$ cat config.mk
export PLATFORM = sky130hd
export DESIGN_NAME = alu_sequencer
export DESIGN_NICKNAME = d
export VERILOG_FILES = /design/src/rtl/alu_sequencer.sv
export SDC_FILE = /design/constraint.sdc
export NUM_CORES = 1
export LEC_CHECK = 0
export BUFFER_PORTS_ARGS = -buffer_cell sky130_fd_sc_hd__buf_4
export CAP_MARGIN = 10
export CELL_PAD_IN_SITES_DETAIL_PLACEMENT = 1
export CELL_PAD_IN_SITES_GLOBAL_PLACEMENT = 1
export CORE_AREA = 2 2 208 159
export CTS_BUF_LIST = sky130_fd_sc_hd__clkbuf_8
export CTS_CLUSTER_DIAMETER = 80
export DETAILED_ROUTE_END_ITERATION = 16
export DIE_AREA = 0 0 210 161
export GPL_TIMING_DRIVEN = 0
export MAX_ROUTING_LAYER = met4
export PLACE_DENSITY_LB_ADDON = 0.1
export SYNTH_ARGS = -nofsm -noshare
export SYNTH_HDL_FRONTEND = slang
export SYNTH_SLANG_ARGS = --single-unit
$ cat constraint.sdc
create_clock -name clk -period 2 [get_ports clk]
set_input_delay 0.6 -clock clk [delete_from_list [all_inputs] [get_ports clk]]
set_output_delay 0.6 -clock clk [all_outputs]
set_load 0.005 [all_outputs]
$ cat src/rtl/alu_sequencer.sv
// Initiator side of the ALU operand/result interface: registered ALU drive, optional chained passes.
// Optional abort input enabled by defining ALU_SEQ_ABORT_EN.
module alu_sequencer #(
  parameter int unsigned ITER_W = 4,
  parameter int unsigned TAG_W  = 4
) (
  input  logic              clk,
  input  logic              rst_n,
`ifdef ALU_SEQ_ABORT_EN
  input  logic              abort,
`endif
  input  logic              req_valid,
  output logic              req_ready,
  input  logic [2:0]        req_op,
  input  logic              req_form,
  input  logic [1:0]        req_vec,
  input  logic [3:0]        req_lsel,
  input  logic              req_shift_add,
  input  logic [31:0]       req_a,
  input  logic [31:0]       req_b,
  input  logic [31:0]       req_c,
  input  logic [31:0]       req_d,
  input  logic [ITER_W-1:0] req_iter,
  input  logic [TAG_W-1:0]  req_tag,
  output logic [2:0]        alu_op,
  output logic              alu_form,
  output logic [1:0]        alu_vec,
  output logic [3:0]        alu_lsel,
  output logic              alu_shift_add,
  output logic [31:0]       alu_a,
  output logic [31:0]       alu_b,
  output logic [31:0]       alu_c,
  output logic [31:0]       alu_d,
  input  logic [31:0]       alu_y1,
  input  logic [31:0]       alu_y2,
  input  logic [7:0]        alu_cmp,
  output logic              res_valid,
  input  logic              res_ready,
  output logic [31:0]       res_y1,
  output logic [31:0]       res_y2,
  output logic [7:0]        res_cmp,
  output logic [TAG_W-1:0]  res_tag
);

  typedef enum logic [1:0] {StIdle, StRun, StDone} state_e;

  state_e            state_q, state_d;
  logic              rdy_en_q;
  logic [ITER_W-1:0] cnt_q, cnt_d;
  logic [TAG_W-1:0]  tag_q, tag_d;
  logic [2:0]        op_q, op_d;
  logic              form_q, form_d;
  logic [1:0]        vec_q, vec_d;
  logic [3:0]        lsel_q, lsel_d;
  logic              sadd_q, sadd_d;
  logic [31:0]       a_q, a_d, b_q, b_d, c_q, c_d, d_q, d_d;
  logic              res_valid_q, res_valid_d;
  logic [31:0]       res_y1_q, res_y1_d, res_y2_q, res_y2_d;
  logic [7:0]        res_cmp_q, res_cmp_d;
  logic [TAG_W-1:0]  res_tag_q, res_tag_d;
  logic              abort_w;
  logic              accept;

`ifdef ALU_SEQ_ABORT_EN
  assign abort_w = abort & (state_q != StIdle);
`else
  assign abort_w = 1'b0;
`endif

  // rdy_en_q keeps req_ready low until the first edge after reset release.
  assign req_ready = rdy_en_q &
                     ((state_q == StIdle) | ((state_q == StDone) & res_ready & ~abort_w));
  assign accept    = req_valid & req_ready;

  always_comb begin
    state_d     = state_q;
    cnt_d       = cnt_q;
    tag_d       = tag_q;
    op_d        = op_q;
    form_d      = form_q;
    vec_d       = vec_q;
    lsel_d      = lsel_q;
    sadd_d      = sadd_q;
    a_d         = a_q;
    b_d         = b_q;
    c_d         = c_q;
    d_d         = d_q;
    res_valid_d = res_valid_q;
    res_y1_d    = res_y1_q;
    res_y2_d    = res_y2_q;
    res_cmp_d   = res_cmp_q;
    res_tag_d   = res_tag_q;

    unique case (state_q)
      StIdle: ;
      StRun: begin
        if (abort_w) begin
          state_d = StIdle;
        end else if (cnt_q != '0) begin
          a_d   = alu_y1;
          b_d   = alu_y2;
          cnt_d = cnt_q - 1'b1;
        end else begin
          res_y1_d    = alu_y1;
          res_y2_d    = alu_y2;
          res_cmp_d   = alu_cmp;
          res_tag_d   = tag_q;
          res_valid_d = 1'b1;
          state_d     = StDone;
        end
      end
      StDone: begin
        if (abort_w || res_ready) begin
          res_valid_d = 1'b0;
          state_d     = StIdle;
        end
      end
      default: state_d = StIdle;
    endcase

    // A load overrides the above; accept is only possible from IDLE or a retiring DONE.
    if (accept) begin
      op_d        = req_op;
      form_d      = req_form;
      vec_d       = req_vec;
      lsel_d      = req_lsel;
      sadd_d      = req_shift_add;
      a_d         = req_a;
      b_d         = req_b;
      c_d         = req_c;
      d_d         = req_d;
      cnt_d       = req_iter;
      tag_d       = req_tag;
      res_valid_d = 1'b0;
      state_d     = StRun;
    end
  end

  always_ff @(posedge clk or negedge rst_n) begin
    if (!rst_n) begin
      state_q     <= StIdle;
      rdy_en_q    <= 1'b0;
      cnt_q       <= '0;
      tag_q       <= '0;
      op_q        <= '0;
      form_q      <= 1'b0;
      vec_q       <= '0;
      lsel_q      <= '0;
      sadd_q      <= 1'b0;
      a_q         <= '0;
      b_q         <= '0;
      c_q         <= '0;
      d_q         <= '0;
      res_valid_q <= 1'b0;
      res_y1_q    <= '0;
      res_y2_q    <= '0;
      res_cmp_q   <= '0;
      res_tag_q   <= '0;
    end else begin
      state_q     <= state_d;
      rdy_en_q    <= 1'b1;
      cnt_q       <= cnt_d;
      tag_q       <= tag_d;
      op_q        <= op_d;
      form_q      <= form_d;
      vec_q       <= vec_d;
      lsel_q      <= lsel_d;
      sadd_q      <= sadd_d;
      a_q         <= a_d;
      b_q         <= b_d;
      c_q         <= c_d;
      d_q         <= d_d;
      res_valid_q <= res_valid_d;
      res_y1_q    <= res_y1_d;
      res_y2_q    <= res_y2_d;
      res_cmp_q   <= res_cmp_d;
      res_tag_q   <= res_tag_d;
    end
  end

  assign alu_op        = op_q;
  assign alu_form      = form_q;
  assign alu_vec       = vec_q;
  assign alu_lsel      = lsel_q;
  assign alu_shift_add = sadd_q;
  assign alu_a         = a_q;
  assign alu_b         = b_q;
  assign alu_c         = c_q;
  assign alu_d         = d_q;
  assign res_valid     = res_valid_q;
  assign res_y1        = res_y1_q;
  assign res_y2        = res_y2_q;
  assign res_cmp       = res_cmp_q;
  assign res_tag       = res_tag_q;

endmodule
# After elaboration in Yosys (flattened, before gate mapping)
# Index checks and enable logic that the tools add are counted.
# classes
mux	17
n_bitwise	5
n_eq_ne	5
n_addsub	1
reduce_logical	9
# op_table
op	n
$mux W32	6
$mux W4	3
$mux W2	3
$ne A3 B3 Y1 const B	2
$pmux W2 S3	1
$reduce_and A3 Y1	2
$reduce_and A2 Y1	2
$reduce_bool A2 Y1	2
$reduce_bool A4 Y1	1
$sub A4 B1 Y4 const B	1
$and A1 B1 Y1	3
$mux W1	3
$reduce_bool A3 Y1	1
$eq A2 B1 Y1 const B	1
$eq A2 B2 Y1 const B	1
$logic_not A2 Y1	1
$ne A2 B2 Y1 const B	1
$pmux W1 S2	1
$not A1 Y1	1
$or A1 B1 Y1	1
# word_totals
register_bits	227
inputBits	223
output_inout_bits	217
wordCells	55

# Longest topological paths before layout
# Gate-level depths: netlist (run 1).
# depth
ltp_word	7
ltp_mapped	7
mapped_depth_nobuf	5

# Least setup slack after synthesis (run 1)
# OpenSTA, ideal clock, no wires.
# synth_path
path_type	input -> register
start	input res_ready
end	register b_q[10], in the netlist alu_b[10]
slack_ns	0.154
arrival_ns	1.720
path_buffers	3
setup_ns	0.126
stages	6
t_required_ns	1.874
path_cell_list	nand2b_2 > and3_4 > buf_6 > buf_6 > buf_4 > a221o_1
# synth_via
elab_chain_cells	6
word_cells_on_any_way	8
classes_between	1 x mux; 4 x bitwise; 3 x reduce/logical
# synth_lines
item	line	source
start, declared	38	input logic res_ready,
$and A1 B1 Y1 (*)	72	((state_q == StIdle) | ((state_q == StDone) & res_ready & ~abort_w));
$or A1 B1 Y1 (*)	72	
$and A1 B1 Y1 (*)	71	assign req_ready = rdy_en_q &
$and A1 B1 Y1 (*)	73	assign accept = req_valid & req_ready;
$reduce_bool A2 Y1 (no line)	--	
$reduce_and A2 Y1 (no line)	--	
end signal, assigned	151	b_q <= '0;
end signal, assigned	170	b_q <= b_d;
end, declared	56	logic [31:0] a_q, a_d, b_q, b_d, c_q, c_d, d_q, d_d;
# Mark *: on every way between the ends. The rest lies on a longest branch, timed or not.
# A chain may end at the register's enable or synchronous reset.

# Worst setup path after layout (run 1)
# layout_path
start	register state_q[0]
end	output req_ready
# layout_via
elab_chain_cells	4
word_cells_on_any_way	5
classes_between	1 x eq/ne; 3 x bitwise; 1 x reduce/logical
# layout_lines
item	line	source
start, declared	47	state_e state_q, state_d;
start signal, assigned	141	state_q <= StIdle;
start signal, assigned	160	state_q <= state_d;
$eq A2 B2 Y1	72	
$and A1 B1 Y1	72	
$or A1 B1 Y1 (*)	72	
$and A1 B1 Y1 (*)	71	
end, declared	13	output logic req_ready,
# Marks and branches as above.

==> impl_metrics.ini, run 1 <==
[outcome]
outcome = finished, violations left
failed_checks = setup timing

[sta]
grt_setup_unrepaired = true
min_period_ns = 2.009
hold_violations = 0
fin_ws_ns = -0.009088
max_freq_mhz = 497.7
fin_setup_tns_ns = -0.009088
finClkSkew_ns = 0.02199
final_max_slew_viol_count = 0
tightest_slew_ns = 0.5011
maxSlewHeadroom = 0.6660
finalCritPeriodShare = 1.005
setup_viol = 1

[route]
wl_mm = 33.23
first_pass_iters = 4
ant_nets = 0
num_vias = 7148
drtIter0Drc = 269
viasPerCell = 4.657
route.detailed.drc = 0
wl_per_cell_um = 21.65

[synth]
synth_cell_types = 35
syn_area_um2 = 9112
syn_area_per_cell_um2 = 15.32
synthCells = 595
synthAdderAreaFrac = 0.001373
synthFlopType = dfrtp_1
yosysWarnings = 0
synth_top_area_frac = 0.6234
syn_nets = 819
synthTopCellsByCount = dfrtp_1 (227), mux2_2 (132), a221o_1 (65), and3_1 (65)
synth.largest_area_cell = dfrtp_1
synth_top_family_by_area = multiplexers
synth.yosys.seq_area_share = 0.6234
synth_area_leaders = dfrtp_1 (62%), mux2_2 (16%), a221o_1 (7.1%), and3_1 (4.5%), buf_6 (2.8%)
synth-simple-area-share = 0.05959
yosysMostFrequentCell = dfrtp_1
synth_mux_area_frac = 0.1915
synth_xor_area_frac = 0
synth-compound-area-share = 0.07964
async_reset_ff_frac = 1.000
synth_edf_count = 0
ys_seq_elements = 227

[global_routing]
antenna_found_initial = 5
grt_overflow_total = 0
track_usage = 0.1999
grt_pass1_wl_mm = 49.60
grt_pass1_vias = 7679
grt_max_degree = 105

[critical_path]
crit_path_end_kind = output pin
worst-path-stages = 3
worstPathRequired_ns = 1.40
worst-path-buf-inv = 1
cp_max_fo = 2
worst-r2r-setup-slack_ns = 0.08
crit_chain = and2b_4 -> and2_4 -> buf_6
crit_slowest_cell = dfrtp_1
r2r_cells = 7
max_stage_delay_ns = 0.39
timing.rr.start = cnt_q[1]$_DFFE_PN0P_
startpoint_type = flip-flop
critPathLaunch = state_q[0]$_DFFE_PN0P_
worstSetupEndpoint = req_ready
critPathTopFamily = flip-flops
worstReg2RegEnd = alu_a[27]$_DFFE_PN0P_
cp.arrival_ns = 1.41
crit_type = reg -> out

[placement]
place.gp.congestion = 0.7994
hpwl_mm = 24.97
dp.cells = 1449
io_buffers = 439

[die]
fp.dieW_um = 210
ios = 440
die-area_um2 = 33810
die-height_um = 161
std_cell_rows = 57
core_um2 = 31880
initial_core_util = 0.2858

[clocking]
clk_path_buf_depth = 3
clk_pin_slew_ns = 0.06
cts_sinks = 227
htreeDepth = 2
numCtsBuffers = 41
root_buffer = clkbuf_8
cts_tree = built
worst_skew_pair.late_latency_ns = 0.55

[pwr]
p_total_uw = 22760
vdd_drop_max_v = 0.0005956
powerDensity_nw_per_um2 = 1622
p_leak_uw = 0.006904

[cells_and_area]
finish.utilization = 0.4402
fin_cells = 1535
area_delta_synth_final_pct = 54.02
fin_nets = 1311
drive_gt1_frac = 0.6195

[job]
cap_violations = 0

[min_path]
hp-class = in -> reg
[stage by stage]
step / cell area, um2 / hold slack (ns) / setup slack (ns)
floorplan: 9112 / 0.3044 / 0.1536
CTS: 13960 / 0.2237 / -0.05834
global route: 14030 / 0.2259 / -0.08328
finish: 14030 / 0.2681 / -0.009088
detailed placement: 12990 / 0.4798 / -0.3357
global placement: 12920 / 0.4718 / -1.675
[report_power, final]
part | switching (uW) | internal (uW) | leakage, uW
clock | 1980 | 2690 | 0.000504
combinational | 3980 | 5870 | 0.00371
sequential | 1280 | 6960 | 0.00269
[cells in the final DEF (no fill, tap or decap), types with 2 or more instances in the layout]
cell type  count
dfrtp_1      227
buf_2         10
clkbuf_1       6
diode_2        5
and3_1        65
mux2_2       132
buf_6         27
o21ai_0        2
inv_1         16
buf_16         2
buf_8          3
mux2_1        23
clkbuf_8      58
buf_4        445
a221o_1       65
nand4_1        2
nand3_1        2
a21oi_1        2
nor3_1         2
[per-layer routing]
layer  GRT usage  part of all wire  vias to the layer above
met2      0.3173              0.48                      282
met1      0.2397              0.42                     3576
met5           -                 0                        -
li1            -                 -                     3234
met3     0.07408             0.083                       56
met4     0.05513             0.022                        0
[cells by family (layout without fill, tap and decap cells)]
family,after synthesis,in the layout
buffers and inverters,52,574
adder cells (fa/ha/maj),1,1
AND/OR/NAND/NOR,84,84
AO/OA/AOI/OAI,75,75
other,1,6
flip-flops,227,227
multiplexers,155,155
[worst min path at each step]
stage                          startpoint               endpoint  slack [ns]  cells past startpoint
finish                          req_d[13]  alu_d[13]$_DFFE_PN0P_        0.27                      2
global placement    alu_d[12]$_DFFE_PN0P_  alu_d[12]$_DFFE_PN0P_        0.47                      1
CTS                             req_c[27]  alu_c[27]$_DFFE_PN0P_        0.22                      2
detailed placement  alu_d[15]$_DFFE_PN0P_  alu_d[15]$_DFFE_PN0P_        0.48                      1
floorplan                           rst_n   alu_a[0]$_DFFE_PN0P_        0.30                      0
global route                     req_a[2]   alu_a[2]$_DFFE_PN0P_        0.23                      2
[cell type report]
cell class	instances	area [um2]
clock buffers	58	798.3
well taps	413	516.7
plain buffers	47	417.9
clock inverters	15	88.84
inverters	5	18.77
repair buffers	449	3442
multi-input cells	316	3059
diodes	5	12.51
fillers	3418	17840
flip-flops and latches	227	5680
[registers in the layout (all words and copies together), names as in the netlist, 3 cells and up]
signal    flops
alu_a        32
alu_b        32
alu_c        32
alu_d        32
res_y1       32
res_y2       32
res_cmp       8
alu_lsel      4
cnt_q         4
res_tag       4
tag_q         4
alu_op        3
[what timing repair did]
item / in CTS / in global routing
pin swaps: 0 / 0
buffers inserted: 4 / 2
resized for setup: 13 / 11
endpoints found under the setup margin: 136 / 115
hold buffers: 1 / 0
gates cloned: 0 / 1
endpoints found under the hold margin: 40 / 0
No activity file was read; power rests on OpenSTA's default activity.
==> run 2: changes to the inputs <==
==> constraint.sdc (replaced) <==
create_clock -name clk -period 1.6 [get_ports clk]
set_input_delay 0.48 -clock clk [delete_from_list [all_inputs] [get_ports clk]]
set_output_delay 0.48 -clock clk [all_outputs]
set_load 0.005 [all_outputs]
==> impl_metrics.ini, run 2 (same netlist as run 1, synthesis figures left out) <==
[global_routing]
antenna_found_initial = 3
grt_pass1_wl_mm = 50.89
track_usage = 0.2064
grt_overflow_total = 0
grt_pass1_vias = 7991
grt_max_degree = 109

[pwr]
p_int_uw = 23420
vdd_drop_max_v = 0.0009076
seq_power_share = 0.315
p_leak_uw = 0.008098
powerDensity_nw_per_um2 = 2042
power_frac_comb = 0.534
switching_power_uw = 10480
switching_share = 0.3091
clockPowerShare = 0.151
p_total_uw = 33900

[critical_path]
worst-path-buf-inv = 3
cp_max_fo = 7
worst-path-stages = 7
crit_type = reg -> reg
critPathTopFamily = simple AND/OR/NAND/NOR gates
timing.rr.start = cnt_q[1]$_DFFE_PN0P_
worstReg2RegEnd = alu_a[0]$_DFFE_PN0P_
worst-r2r-setup-slack_ns = -0.36
cp.arrival_ns = 2.40
crit_top_cell = clkbuf_16
r2r_cells = 7
crit_path_end_kind = flip-flop
crit_chain = inv_2 -> ha_4 -> or3b_4 -> clkbuf_16 -> clkbuf_16 -> and3_4 -> a221o_1
startpoint_type = flip-flop
critPathLaunch = cnt_q[1]$_DFFE_PN0P_
crit_slowest_cell = or3b_4
worstPathRequired_ns = 2.04
max_stage_delay_ns = 0.47

[die]
core_um2 = 31880
die-area_um2 = 33810
fp.dieW_um = 210
ios = 440
initial_core_util = 0.2858
std_cell_rows = 57
die-height_um = 161

[sta]
grt_setup_unrepaired = true
final_max_slew_viol_count = 0
hold_violations = 0
tightest_slew_ns = 0.6023
fin_ws_ns = -0.3563
min_period_ns = 1.956
setup_viol = 226
finClkSkew_ns = 0.02329
maxSlewHeadroom = 0.5985
finalCritPeriodShare = 1.223
max_freq_mhz = 511.2

[route]
route.detailed.drc = 0
first_pass_iters = 4
ant_nets = 0
viasPerCell = 4.621
num_vias = 7610
drtIter0Drc = 273
wl_per_cell_um = 22.53
wl_mm = 37.10

[placement]
place.gp.congestion = 0.7808
hpwl_mm = 24.96
post-place-ws_ns = -0.6241
io_buffers = 439

[clocking]
clk_pin_slew_ns = 0.06
cts_sinks = 227
worst_skew_pair.late_latency_ns = 0.56
root_buffer = clkbuf_8
cts_tree = built
htreeDepth = 2
numCtsBuffers = 41
clk_path_buf_depth = 3

[min_path]
min_delay_path_depth = 2
hp-class = in -> reg
min_to = state_q[1]$_DFFE_PN0P_
worstHoldStart = res_ready

[cells_and_area]
area_delta_synth_final_pct = 82.18
final_common_cell = buf_4
drive_gt1_frac = 0.7165
final_cell_mix = buf_4 (390), dfrtp_1 (227), buf_6 (153)
fin_nets = 1429
multi_input_area_um2 = 3617
fillCellCount = 3223
seqCellArea_um2 = 5680

[outcome]
outcome = finished, violations left
failed_checks = setup timing

[job]
cap_violations = 0
==> run 2: cell count changes in the layout (fill, tap and decap cells not counted), sizes merged, moves of 2 or more <==
cell,delta
inv,+6
clkbuf,+4
diode,-2
buf,+103
==> run 2: through the flow <==
stage	hold slack, ns	area [um2]	std cells	util	TNS, ns
after global placement	0.4895	13420	1447	0.4211	-512.40
after global routing	0.09607	16600	1647	0.5207	-67.89
after detailed placement	0.3303	13490	1449	0.4231	-76.61
final	0.1210	16600	1647	0.5207	-55.46
after CTS	0.07024	14990	1548	0.4702	-54.86
after floorplan	0.1844	9612	595	-	-15.17
==> run 2: cell type report <==
| type | instances | share of cell area |
|---|---|---|
| antenna | 3 | 0.0004522 |
| multi-input combinational | 316 | 0.2179 |
| clock inverter | 22 | 0.005351 |
| clock buffer | 47 | 0.03897 |
| inverter | 5 | 0.001131 |
| tap | 413 | 0.03113 |
| buffer | 37 | 0.03377 |
| timing repair buffer | 577 | 0.3291 |
| sequential | 227 | 0.3422 |
==> run 2: worst max path at each step <==
stage | to | slack (ns)
2_1_floorplan | alu_a[0]$_DFFE_PN0P_ | -0.21
3_3_place_gp | alu_op[0]$_DFFE_PN0P_ | -1.95
3_5_place_dp | alu_b[29]$_DFFE_PN0P_ | -0.62
4_1_cts | req_ready | -0.37
5_1_grt | alu_b[24]$_DFFE_PN0P_ | -0.40
6_report | alu_a[0]$_DFFE_PN0P_ | -0.36
==> run 2: worst register-to-register path, stage by stage (launching register included) <==
cell,delay [ns]
dfrtp_1,0.39
inv_2,0.08
ha_4,0.14
or3b_4,0.47
clkbuf_16,0.21
clkbuf_16,0.16
and3_4,0.14
a221o_1,0.25
==> run 2: power groups by stage <==
stage / Clock [uW] / Sequential (uW) / Combinational (uW)
after floorplan: 0 / 10500 / 6150
after global placement: 0 / 10300 / 13300
after detailed placement: 0 / 10400 / 13400
after CTS: 5360 / 10400 / 14900
after global routing: 5610 / 11000 / 19300
final: 5130 / 10700 / 18100
==> run 2: layer usage <==
metal | vias up | routed length (um) | global-route usage | part of all wire
met3 | 63 | 3073 | 0.07486 | 0.083
met2 | 276 | 17810 | 0.3278 | 0.48
met1 | 3807 | 15190 | 0.2470 | 0.41
li1 | 3464 | - | - | -
met4 | 0 | 1022 | 0.06028 | 0.028
met5 | - | 0 | - | 0
==> run 2: timing repair <==
item | in CTS | in global routing
hold buffers | 1 | 0
pin swaps | 18 | 3
endpoints found under the hold margin | 17 | 0
gates resized for setup | 97 | 178
cloned | 7 | 17
setup buffers | 25 | 90
setup endpoints to repair | 356 | 399
